`src/rtl/hazard_pkg.sv`:
```
// Shared hazard-wall definitions: FSM encoding, fixed-point helpers and
// game-wide playfield/tick constants also used by the renderer.
package hazard_pkg;

  typedef enum logic [1:0] {
    IDLE   = 2'd0,
    ARMED  = 2'd1,
    ACTIVE = 2'd2,
    DONE   = 2'd3
  } wall_state_e;

  localparam int FRAC_W_DEF    = 4;
  localparam int ONE_PX        = 1 << FRAC_W_DEF;
  localparam int GAME_SCREEN_W = 640;
  localparam int GAME_TICK_HZ  = 60;

endpackage

```
`src/rtl/hazard_wall_ctrl_if.sv`:
```
// Game-side bus of the hazard wall: tick/control strobes in, wall state out.
interface hazard_wall_ctrl_if #(
  parameter int X_W = 10
);
  logic           game_tick;
  logic           any_input_level;
  logic           speed_boost_pulse;
  logic           freeze;
  logic           restart;
  logic [X_W-1:0] player_x;
  logic [X_W-1:0] lava_wall_x;
  logic [7:0]     lava_speed;
  logic           lava_active;
  logic           hit_lava_wall;

  modport master (
    output game_tick, any_input_level, speed_boost_pulse, freeze, restart, player_x,
    input  lava_wall_x, lava_speed, lava_active, hit_lava_wall
  );

  modport slave (
    input  game_tick, any_input_level, speed_boost_pulse, freeze, restart, player_x,
    output lava_wall_x, lava_speed, lava_active, hit_lava_wall
  );
endinterface

```
`src/rtl/hazard_speed_ramp.sv`:
```
// Saturating fixed-point speed accumulator; reusable by any ramping hazard.
module hazard_speed_ramp #(
  parameter int W    = 8,
  parameter int INIT = 16,
  parameter int STEP = 8,
  parameter int MAX  = 64
) (
  input  logic         clk,
  input  logic         rst,
  input  logic         clr,
  input  logic         en,
  input  logic         inc,
  output logic [W-1:0] speed
);

  logic [W:0]   sum;
  logic [W-1:0] nxt;

  // one extra bit so the pre-clamp sum can never wrap
  always_comb begin
    sum = {1'b0, speed} + (W+1)'(STEP);
    nxt = (sum > (W+1)'(MAX)) ? W'(MAX) : sum[W-1:0];
  end

  always_ff @(posedge clk or negedge rst) begin
    if (!rst)            speed <= W'(INIT);
    else if (clr)        speed <= W'(INIT);
    else if (en && inc)  speed <= nxt;
  end

endmodule

```
`src/rtl/hazard_wall_ctrl.sv`:
```
// Advancing hazard wall: arm on first input, delayed start, sub-pixel sweep
// with boostable speed, and a registered player overlap flag.
module hazard_wall_ctrl
  import hazard_pkg::*;
#(
  parameter int X_W         = 10,
  parameter int SCREEN_W    = GAME_SCREEN_W,
  parameter int WALL_W      = 10,
  parameter int DELAY_TICKS = 120,
  parameter int FRAC_W      = FRAC_W_DEF,
  parameter int SPEED_INIT  = 16,
  parameter int SPEED_STEP  = 8,
  parameter int SPEED_MAX   = 64,
  parameter bit DIR_RIGHT   = 1'b1
) (
  input logic               clk,
  input logic               rst,
  hazard_wall_ctrl_if.slave bus
);

  localparam int PW = X_W + FRAC_W;
  localparam int DW = $clog2(DELAY_TICKS) + 1;
  localparam logic [PW-1:0] POS_MAX = PW'(SCREEN_W << FRAC_W);

  wall_state_e    state;
  logic [PW-1:0]  pos;
  logic [DW-1:0]  delay_cnt;
  logic [X_W-1:0] wall_x;
  logic           active_q;
  logic           hit_q;
  logic [7:0]     speed;

  logic           upd;
  logic           clr;
  logic [PW:0]    pos_sum;
  logic           pos_sat;
  logic [PW-1:0]  pos_nxt;
  logic [X_W:0]   wx_e;
  logic [X_W:0]   px_e;
  logic [X_W:0]   edge_x;
  logic           overlap;

  assign clr = bus.game_tick && bus.restart;
  assign upd = bus.game_tick && !bus.restart && !bus.freeze;

  hazard_speed_ramp #(
    .W    (8),
    .INIT (SPEED_INIT),
    .STEP (SPEED_STEP),
    .MAX  (SPEED_MAX)
  ) u_ramp (
    .clk   (clk),
    .rst   (rst),
    .clr   (clr),
    .en    (upd),
    .inc   (bus.speed_boost_pulse),
    .speed (speed)
  );

  // move uses the speed registered before any same-tick boost
  always_comb begin
    pos_sum = {1'b0, pos} + (PW+1)'(speed);
    pos_sat = pos_sum >= {1'b0, POS_MAX};
    pos_nxt = pos_sat ? POS_MAX : pos_sum[PW-1:0];
  end

  always_comb begin
    wx_e    = {1'b0, wall_x};
    px_e    = {1'b0, bus.player_x};
    edge_x  = '0;
    overlap = 1'b0;
    if (DIR_RIGHT) begin
      overlap = (wx_e + (X_W+1)'(WALL_W)) >= px_e;
    end else begin
      edge_x  = (X_W+1)'(SCREEN_W) - wx_e;
      overlap = edge_x <= (px_e + (X_W+1)'(WALL_W));
    end
  end

  always_ff @(posedge clk or negedge rst) begin
    if (!rst) begin
      state     <= IDLE;
      pos       <= '0;
      delay_cnt <= '0;
      wall_x    <= '0;
      active_q  <= 1'b0;
      hit_q     <= 1'b0;
    end else if (clr) begin
      state     <= IDLE;
      pos       <= '0;
      delay_cnt <= '0;
      wall_x    <= '0;
      active_q  <= 1'b0;
      hit_q     <= 1'b0;
    end else if (upd) begin
      hit_q <= active_q && overlap;
      case (state)
        IDLE: if (bus.any_input_level) begin
          state     <= ARMED;
          delay_cnt <= '0;
        end
        ARMED: begin
          delay_cnt <= delay_cnt + 1'b1;
          if (delay_cnt == DW'(DELAY_TICKS - 1)) begin
            state    <= ACTIVE;
            active_q <= 1'b1;
          end
        end
        ACTIVE: begin
          pos    <= pos_nxt;
          wall_x <= pos_nxt[PW-1:FRAC_W];
          if (pos_sat) state <= DONE;
        end
        default: ;
      endcase
    end
  end

  assign bus.lava_wall_x   = wall_x;
  assign bus.lava_speed    = speed;
  assign bus.lava_active   = active_q;
  assign bus.hit_lava_wall = hit_q;

endmodule

```
`src/flat_wrapper.sv`:
```
// flat-port wrapper written by rule: the top's interface ports become plain ports
module hazard_wall_ctrl_flat import hazard_pkg::*;
#(
  parameter int X_W         = 10,
  parameter int SCREEN_W    = GAME_SCREEN_W,
  parameter int WALL_W      = 10,
  parameter int DELAY_TICKS = 120,
  parameter int FRAC_W      = FRAC_W_DEF,
  parameter int SPEED_INIT  = 16,
  parameter int SPEED_STEP  = 8,
  parameter int SPEED_MAX   = 64,
  parameter bit DIR_RIGHT   = 1'b1
)
  (clk, rst, bus_game_tick, bus_any_input_level, bus_speed_boost_pulse, bus_freeze, bus_restart, bus_player_x, bus_lava_wall_x, bus_lava_speed, bus_lava_active, bus_hit_lava_wall);
  hazard_wall_ctrl_if #(.X_W(X_W)) bus_i ();
  input logic clk;
  input logic rst;
  input wire logic [$bits(bus_i.game_tick)-1:0] bus_game_tick;
  input wire logic [$bits(bus_i.any_input_level)-1:0] bus_any_input_level;
  input wire logic [$bits(bus_i.speed_boost_pulse)-1:0] bus_speed_boost_pulse;
  input wire logic [$bits(bus_i.freeze)-1:0] bus_freeze;
  input wire logic [$bits(bus_i.restart)-1:0] bus_restart;
  input wire logic [$bits(bus_i.player_x)-1:0] bus_player_x;
  output wire logic [$bits(bus_i.lava_wall_x)-1:0] bus_lava_wall_x;
  output wire logic [$bits(bus_i.lava_speed)-1:0] bus_lava_speed;
  output wire logic [$bits(bus_i.lava_active)-1:0] bus_lava_active;
  output wire logic [$bits(bus_i.hit_lava_wall)-1:0] bus_hit_lava_wall;
  assign bus_i.game_tick = bus_game_tick;
  assign bus_i.any_input_level = bus_any_input_level;
  assign bus_i.speed_boost_pulse = bus_speed_boost_pulse;
  assign bus_i.freeze = bus_freeze;
  assign bus_i.restart = bus_restart;
  assign bus_i.player_x = bus_player_x;
  assign bus_lava_wall_x = bus_i.lava_wall_x;
  assign bus_lava_speed = bus_i.lava_speed;
  assign bus_lava_active = bus_i.lava_active;
  assign bus_hit_lava_wall = bus_i.hit_lava_wall;
  hazard_wall_ctrl #(.X_W(X_W), .SCREEN_W(SCREEN_W), .WALL_W(WALL_W), .DELAY_TICKS(DELAY_TICKS), .FRAC_W(FRAC_W), .SPEED_INIT(SPEED_INIT), .SPEED_STEP(SPEED_STEP), .SPEED_MAX(SPEED_MAX), .DIR_RIGHT(DIR_RIGHT)) u_core (.clk(clk), .rst(rst), .bus(bus_i));
endmodule
```
`config.mk`:
```
export PLATFORM = sky130hd
export DESIGN_NAME = hazard_wall_ctrl_flat
export DESIGN_NICKNAME = d
export VERILOG_FILES = /design/src/rtl/hazard_pkg.sv /design/src/rtl/hazard_wall_ctrl_if.sv /design/src/rtl/hazard_speed_ramp.sv /design/src/rtl/hazard_wall_ctrl.sv /design/src/flat_wrapper.sv
export SDC_FILE = /design/constraint.sdc
export NUM_CORES = 1
export LEC_CHECK = 0
export CAP_MARGIN = 0
export CORE_MARGIN = 10
export CORE_UTILIZATION = 60
export CTS_BUF_LIST = sky130_fd_sc_hd__clkbuf_2 sky130_fd_sc_hd__clkbuf_4 sky130_fd_sc_hd__clkbuf_8
export DETAILED_ROUTE_END_ITERATION = 7
export PLACE_DENSITY_LB_ADDON = 0.05
export SYNTH_ARGS = -nofsm -noshare
export SYNTH_HDL_FRONTEND = slang
export SYNTH_SLANG_ARGS = --single-unit
```
`constraint.sdc`:
```
create_clock -name clk -period 3.4 [get_ports clk]
set_input_delay 0.68 -clock clk [delete_from_list [all_inputs] [get_ports clk]]
set_output_delay 0.68 -clock clk [all_outputs]
set_load 0.005 [all_outputs]
```
==> flow_metrics.py, run 1 <==
metrics = {
    "floorplan": {
        "rows": 22,
        "die_area_um2": 6593,
        "io_pins": 37,
        "die_w_um": 81.20,
        "coreArea_um2": 3633,
        "die_h_um": 81.20,
        "initial_core_util_pct": 61.85,
    },
    "logic_synthesis": {
        "synth_compound_area_share_pct": 21.33,
        "yosysMostFrequentCell": "dfrtp_1",
        "async_flop_share_pct": 100.0,
        "synth_top_flop_cell": "dfrtp_1",
        "yosys_warnings": 0,
        "synth_area_leaders": "dfrtp_1, ha_1, o21ai_0",
        "synth_edf_count": 0,
        "yosysTopAreaCell": "dfrtp_1",
        "ys_top_cells_by_count": "dfrtp_1, nand2_1, ha_1, o21ai_0, nor2_1",
        "synth.top_cell.area_share_pct": 30.07,
        "ys_types": 60,
        "syn-cell-area_um2": 2247,
        "synthXorXnorAreaFrac_pct": 3.898,
        "synth_top_family_by_area": "compound AO/OA/AOI/OAI gates",
        "ys_seq_elements": 28,
        "synth_fa_ha_area_share_pct": 12.25,
        "synth-seq-area-share_pct": 31.24,
        "syn_area_per_cell_um2": 8.643,
        "syn_inst": 260,
        "synth_mux_area_share_pct": 2.561,
        "synth-simple-area-share_pct": 20.27,
    },
    "sta": {
        "relSlewSlack_pct": 62.99,
        "period_minus_slack_ns": 2.478,
        "drv_slew": 0,
        "fmax_mhz": 403.6,
        "fin_setup_tns_ns": 0,
        "rsz0062_at_grt": "no",
        "post-route-period-util_pct": 72.87,
        "setup_ws_ns": 0.9224,
        "hold_viol": 0,
        "final-setup-viol-count": 0,
        "worstMarginPinSlew_ns": 0.5527,
        "finClkSkew_ns": 0.005365,
    },
    "place": {
        "post-place-ws_ns": 0.8263,
        "dp_hpwl_um": 3986,
        "placed_cells": 327,
        "gp_congestion": 0.8455,
        "portBuffers": 33,
    },
    "clock_network": {
        "clk_latency_ns": 0.28,
        "cts_root_buf": "clkbuf_8",
        "cts_made_buffers": 3,
        "cts.sinks": 28,
        "clk_pin_slew_ns": 0.10,
        "post_cts_buffers": 0,
        "cts-htree-levels": 1,
        "postCtsHoldBufs": 0,
        "cts_tree": "yes",
        "clk_path_buf_depth": 2,
        "cts_resized": 0,
    },
    "worst_setup_path": {
        "rr_worst_depth": 10,
        "crit_path_start": "u_core.pos[8]",
        "cp_common_cell": "a21oi_1",
        "r2r-start": "u_core.pos[8]",
        "cp_slowest_cell": "or4_1",
        "cp_data_arrival_time_ns": 2.64,
        "crit_path_start_kind": "register",
        "path_class": "register to register",
        "r2r_end": "u_core.bus.hit_lava_wall",
        "path_max_fanout": 8,
        "crit_required_ns": 3.56,
        "crit_end": "u_core.bus.hit_lava_wall",
        "path_cells": "and3_4, and2_4, nor2b_1, xor2_1, ha_1, or4_1, a21oi_1, o21ai_0, o2111ai_1, a21oi_1",
        "r2r_slack_ns": 0.92,
        "endpoint_kind": "register",
        "slowest_delay_ns": 0.53,
    },
    "global_routing": {
        "grt.overflow.total": 0,
        "track_usage_pct": 16.27,
        "antenna_found_initial": 0,
        "grt_pass1_wl_um": 8797,
        "grt_pass1_vias": 1952,
        "grt_max_degree": 29,
    },
    "power_and_ir_drop": {
        "seqPwrFrac_pct": 50.5,
        "pwr-share-clk_pct": 30.2,
        "switching_share_pct": 26.95,
        "ir_drop_mv": 0.2036,
        "finalPower_mw": 0.6952,
        "power_density_nw_per_um2": 267.8,
        "leakagePower_nw": 1.168,
        "internal_power_mw": 0.5078,
        "p_switching_mw": 0.1873,
        "comb_power_share_pct": 19.3,
    },
    "routing": {
        "drc_errors": 0,
        "drt_first_pass_iters": 4,
        "wl_per_cell_um": 15.37,
        "vias": 1959,
        "antenna_left": 0,
        "wirelength_um": 5087,
        "viasPerCell": 5.918,
        "first_iter_violations": 146,
    },
    "cells_and_area": {
        "drive_above_1_share_pct": 9.187,
        "final_cells": 331,
        "final_nets": 323,
        "diodes": 0,
        "syn_to_final_growth_pct": 15.53,
    },
    "run_status": {
        "status": "finished, final reports clean",
    },
    "run": {
        "cap_violations": 0,
    },
    "worst_hold_path": {
        "hold_class": "register to register",
    },
}
[flip-flops by register name, summed over array words and instances (netlist names)]
register,count
u_core.state,2
u_core.u_ramp.speed,5
u_core.delay_cnt,8
u_core.bus.hit_lava_wall,1
u_core.pos,11
u_core.bus.lava_active,1
[power by group through the flow]
stage | Combinational (mW) | Sequential (mW) | Clock [mW]
6_report | 0.134 | 0.351 | 0.210
5_1_grt | 0.152 | 0.353 | 0.227
4_1_cts | 0.135 | 0.351 | 0.211
3_5_place_dp | 0.134 | 0.358 | 0
3_3_place_gp | 0.130 | 0.358 | 0
2_1_floorplan | 0.0826 | 0.356 | 0
[critical path, delay by kind of cell (launching register included)]
kind	cells	cell delay (ns)
AOI/OAI and AO/OA	4	0.40
xor gates and xnor gates	1	0.10
adders and majority gates	1	0.21
DFF	1	0.50
and+or+nand+nor	4	1.15
[how the worst min path moves through the flow]
| stage | depth (start not counted) | start | endpoint |
|---|---|---|---|
| 5_1_grt | 2 | u_core.pos[3] | u_core.pos[3] |
| 2_1_floorplan | 0 | rst | u_core.bus.hit_lava_wall |
| 3_3_place_gp | 2 | u_core.pos[3] | u_core.pos[3] |
| 4_1_cts | 1 | u_core.delay_cnt[7] | u_core.delay_cnt[7] |
| 3_5_place_dp | 1 | u_core.delay_cnt[7] | u_core.delay_cnt[7] |
| 6_report | 1 | u_core.delay_cnt[5] | u_core.delay_cnt[5] |
[cells by family after synthesis]
kind of cell             count (synthesis)
multiplexers                             5
AO/OA/AOI/OAI                           71
adder cells (fa/ha/maj)                 22
XOR/XNOR                                10
flip-flops                              28
buffers and inverters                   36
AND/OR/NAND/NOR                         87
other                                    1
[metrics by stage]
step / area (um2) / hold slack (ns) / util, %
after global placement: 2541 / 0.4935 / 69.94
after CTS: 2596 / 0.5235 / 71.45
final: 2596 / 0.5243 / 71.45
after detailed placement: 2541 / 0.5019 / 69.94
after floorplan: 2255 / 0.3844 / -
after global routing: 2596 / 0.5488 / 71.45
[layout make-up]
type | count | area, um2
Clock buffer | 4 | 55.05
Fill cell | 300 | 1037
Inverter | 18 | 67.56
Multi-Input combinational cell | 198 | 1366
Sequential cell | 28 | 701.9
Tap cell | 48 | 60.06
Timing Repair Buffer | 35 | 345.3
[per-layer routing]
layer	track usage [%]	vias up	wire [um]
met5	0	-	0
met4	5.017	0	70
met1	19.96	926	2284
li1	-	974	-
met2	28.18	50	2444
met3	2.980	9	286
[placed cells by master (no fill, tap or decap), types with 7 or more instances in the layout]
cell type and n:
clkdlybuf4s50_1 33, dfrtp_1 27, nand2_1 25, o21ai_0 22, ha_1 22, nor2_1 20, inv_1 18, a21oi_1 16
nand3_1 7
(Power assumes the default switching activity.)
==> run 2: changes to the inputs <==
Settings changed: CORE_UTILIZATION 60 to 55.
Clock period 3.4 ns to 2.38 ns, I/O delays scaled along.
==> run 2 against run 1 <==
Power rose by 40%. Largest power group unchanged. Critical endpoint unchanged. Die area rose by 6.8%. Clock skew decreased by 0.0037 ns. Sequential share of layout area decreased by 0.85 points. Non-clock buffer count rose by 10.
==> flow_metrics.py, run 2 (synthesized netlist as in run 1, its figures left out) <==
metrics = {
    "run_status": {
        "status": "finished, final reports clean",
    },
    "cells_and_area": {
        "design_area_um2": 2680,
        "regMostFlops": "u_core.pos",
        "syn_to_final_growth_pct": 19.27,
        "reg_top3": "u_core.pos: 11 flops, u_core.delay_cnt: 8 flops, u_core.u_ramp.speed: 5 flops",
        "drive_above_1_share_pct": 13.65,
        "final_cells": 343,
        "largest_reg_flops": 11,
        "final_nets": 333,
        "mostFrequentLayoutCells": "clkdlybuf4s50_1, dfrtp_1, nand2_1, ha_1, nor2_1",
        "diodes": 0,
        "final_common_cell": "clkdlybuf4s50_1",
    },
    "sta": {
        "hold_viol": 0,
        "fin_setup_tns_ns": 0,
        "drv_slew": 0,
        "post-route-period-util_pct": 91.95,
        "finClkSkew_ns": 0.001670,
        "final-setup-viol-count": 0,
        "rsz0062_at_grt": "no",
        "period_minus_slack_ns": 2.188,
        "fmax_mhz": 456.9,
    },
    "worst_setup_path": {
        "endpoint_kind": "register",
        "r2r_slack_ns": 0.19,
        "r2r_end": "u_core.bus.hit_lava_wall",
        "cp_data_arrival_time_ns": 2.35,
        "path_class": "register to register",
        "crit_path_start_kind": "register",
        "crit_required_ns": 2.54,
        "crit_path_start": "u_core.pos[8]",
        "path_max_fanout": 5,
        "rr_worst_depth": 10,
        "r2r-start": "u_core.pos[8]",
    },
    "worst_hold_path": {
        "min_from": "u_core.delay_cnt[7]",
        "hold_end": "u_core.delay_cnt[7]",
        "holdPathStages": 1,
        "hold_class": "register to register",
    },
    "routing": {
        "vias": 1935,
        "antenna_left": 0,
        "first_iter_violations": 163,
        "drc_errors": 0,
        "wl_per_cell_um": 15.44,
        "viasPerCell": 5.641,
        "drt_first_pass_iters": 4,
        "wirelength_um": 5295,
    },
    "floorplan": {
        "die_h_um": 83.92,
        "rows": 23,
        "die_area_um2": 7043,
        "coreArea_um2": 3971,
        "die_w_um": 83.92,
        "io_pins": 37,
        "initial_core_util_pct": 56.58,
    },
    "power_and_ir_drop": {
        "leakagePower_nw": 1.217,
        "pwr-share-clk_pct": 28.8,
        "ir_drop_mv": 0.2323,
        "power_density_nw_per_um2": 363.6,
        "switching_share_pct": 27.09,
        "seqPwrFrac_pct": 51.5,
        "comb_power_share_pct": 19.7,
        "internal_power_mw": 0.7106,
        "p_switching_mw": 0.2640,
    },
    "clock_network": {
        "cts_root_buf": "clkbuf_8",
        "cts_tree": "yes",
        "clk_latency_ns": 0.27,
        "clk_pin_slew_ns": 0.09,
        "cts_made_buffers": 3,
        "cts.sinks": 28,
        "postCtsHoldBufs": 0,
        "clk_path_buf_depth": 2,
        "cts-htree-levels": 1,
    },
    "place": {
        "portBuffers": 33,
        "placed_cells": 338,
        "gp_congestion": 0.8272,
        "dp_hpwl_um": 4096,
        "placed_cell_area_um2": 2611,
    },
    "global_routing": {
        "grt_max_degree": 29,
        "grt_pass1_wl_um": 9197,
        "track_usage_pct": 15.17,
        "grt.overflow.total": 0,
        "antenna_found_initial": 0,
        "grt_pass1_vias": 2011,
    },
    "run": {
        "cap_violations": 0,
    },
}
-- run 2: how the worst max path moves through the flow --
stage / endpoint / slack, ns / depth (start not counted)
final: u_core.bus.hit_lava_wall / 0.19 / 10
after global routing: u_core.bus.hit_lava_wall / 0.06 / 9
after CTS: u_core.bus.hit_lava_wall / 0.009 / 10
after detailed placement: u_core.bus.hit_lava_wall / 0.03 / 10
after global placement: u_core.bus.hit_lava_wall / 0.15 / 10
after floorplan: u_core.bus.hit_lava_wall / 0.14 / 10
-- run 2: repair_timing --
action	4_1_cts	5_1_grt
buffers inserted	0	1
endpoints found under the setup margin	0	1
resized for setup	0	7
-- run 2: layout make-up --
class	count	area, um2
clock buffers	4	48.80
flip-flops and latches	28	701.9
fillers	359	1291
inverters	18	67.56
well taps	50	62.56
repair buffers	45	420.4
multi-input cells	198	1379
-- run 2: worst max-delay path: stages, from the launching register on --
cell	delay (ns)
dfrtp_1	0.39
and3_4	0.20
and2_4	0.16
nor2b_2	0.16
xor2_1	0.18
ha_2	0.20
or4_4	0.41
a21oi_2	0.11
o21ai_1	0.09
o2111ai_1	0.09
a21oi_1	0.09
-- run 2: per-stage QoR --
stage / power (mW) / setup WS [ns] / utilization (%) / hold WS (ns)
floorplan: 0.6263 / 0.1447 / - / 0.1804
global placement: 0.6991 / 0.1465 / 65.75 / 0.4933
detailed placement: 0.7032 / 0.02814 / 65.75 / 0.4951
CTS: 0.9803 / 0.008521 / 66.98 / 0.5184
global route: 1.026 / 0.05866 / 67.49 / 0.5374
finish: 0.9746 / 0.1915 / 67.49 / 0.5221
-- run 2: layer usage --
metal  up-vias  part of all wire (%)  global-route usage, %
met3         9                   5.1                  3.223
li1        988                     -                      -
met1       882                    46                  18.97
met2        56                    47                  24.88
met4         0                   1.3                  5.479
met5         -                     0                      0
-- run 2: power by group through the flow --
stage	Sequential, mW	Clock [mW]	Combinational, mW
2_1_floorplan	0.508	0	0.118
3_3_place_gp	0.511	0	0.189
3_5_place_dp	0.511	0	0.192
4_1_cts	0.502	0.286	0.193
5_1_grt	0.505	0.303	0.218
6_report	0.502	0.281	0.192
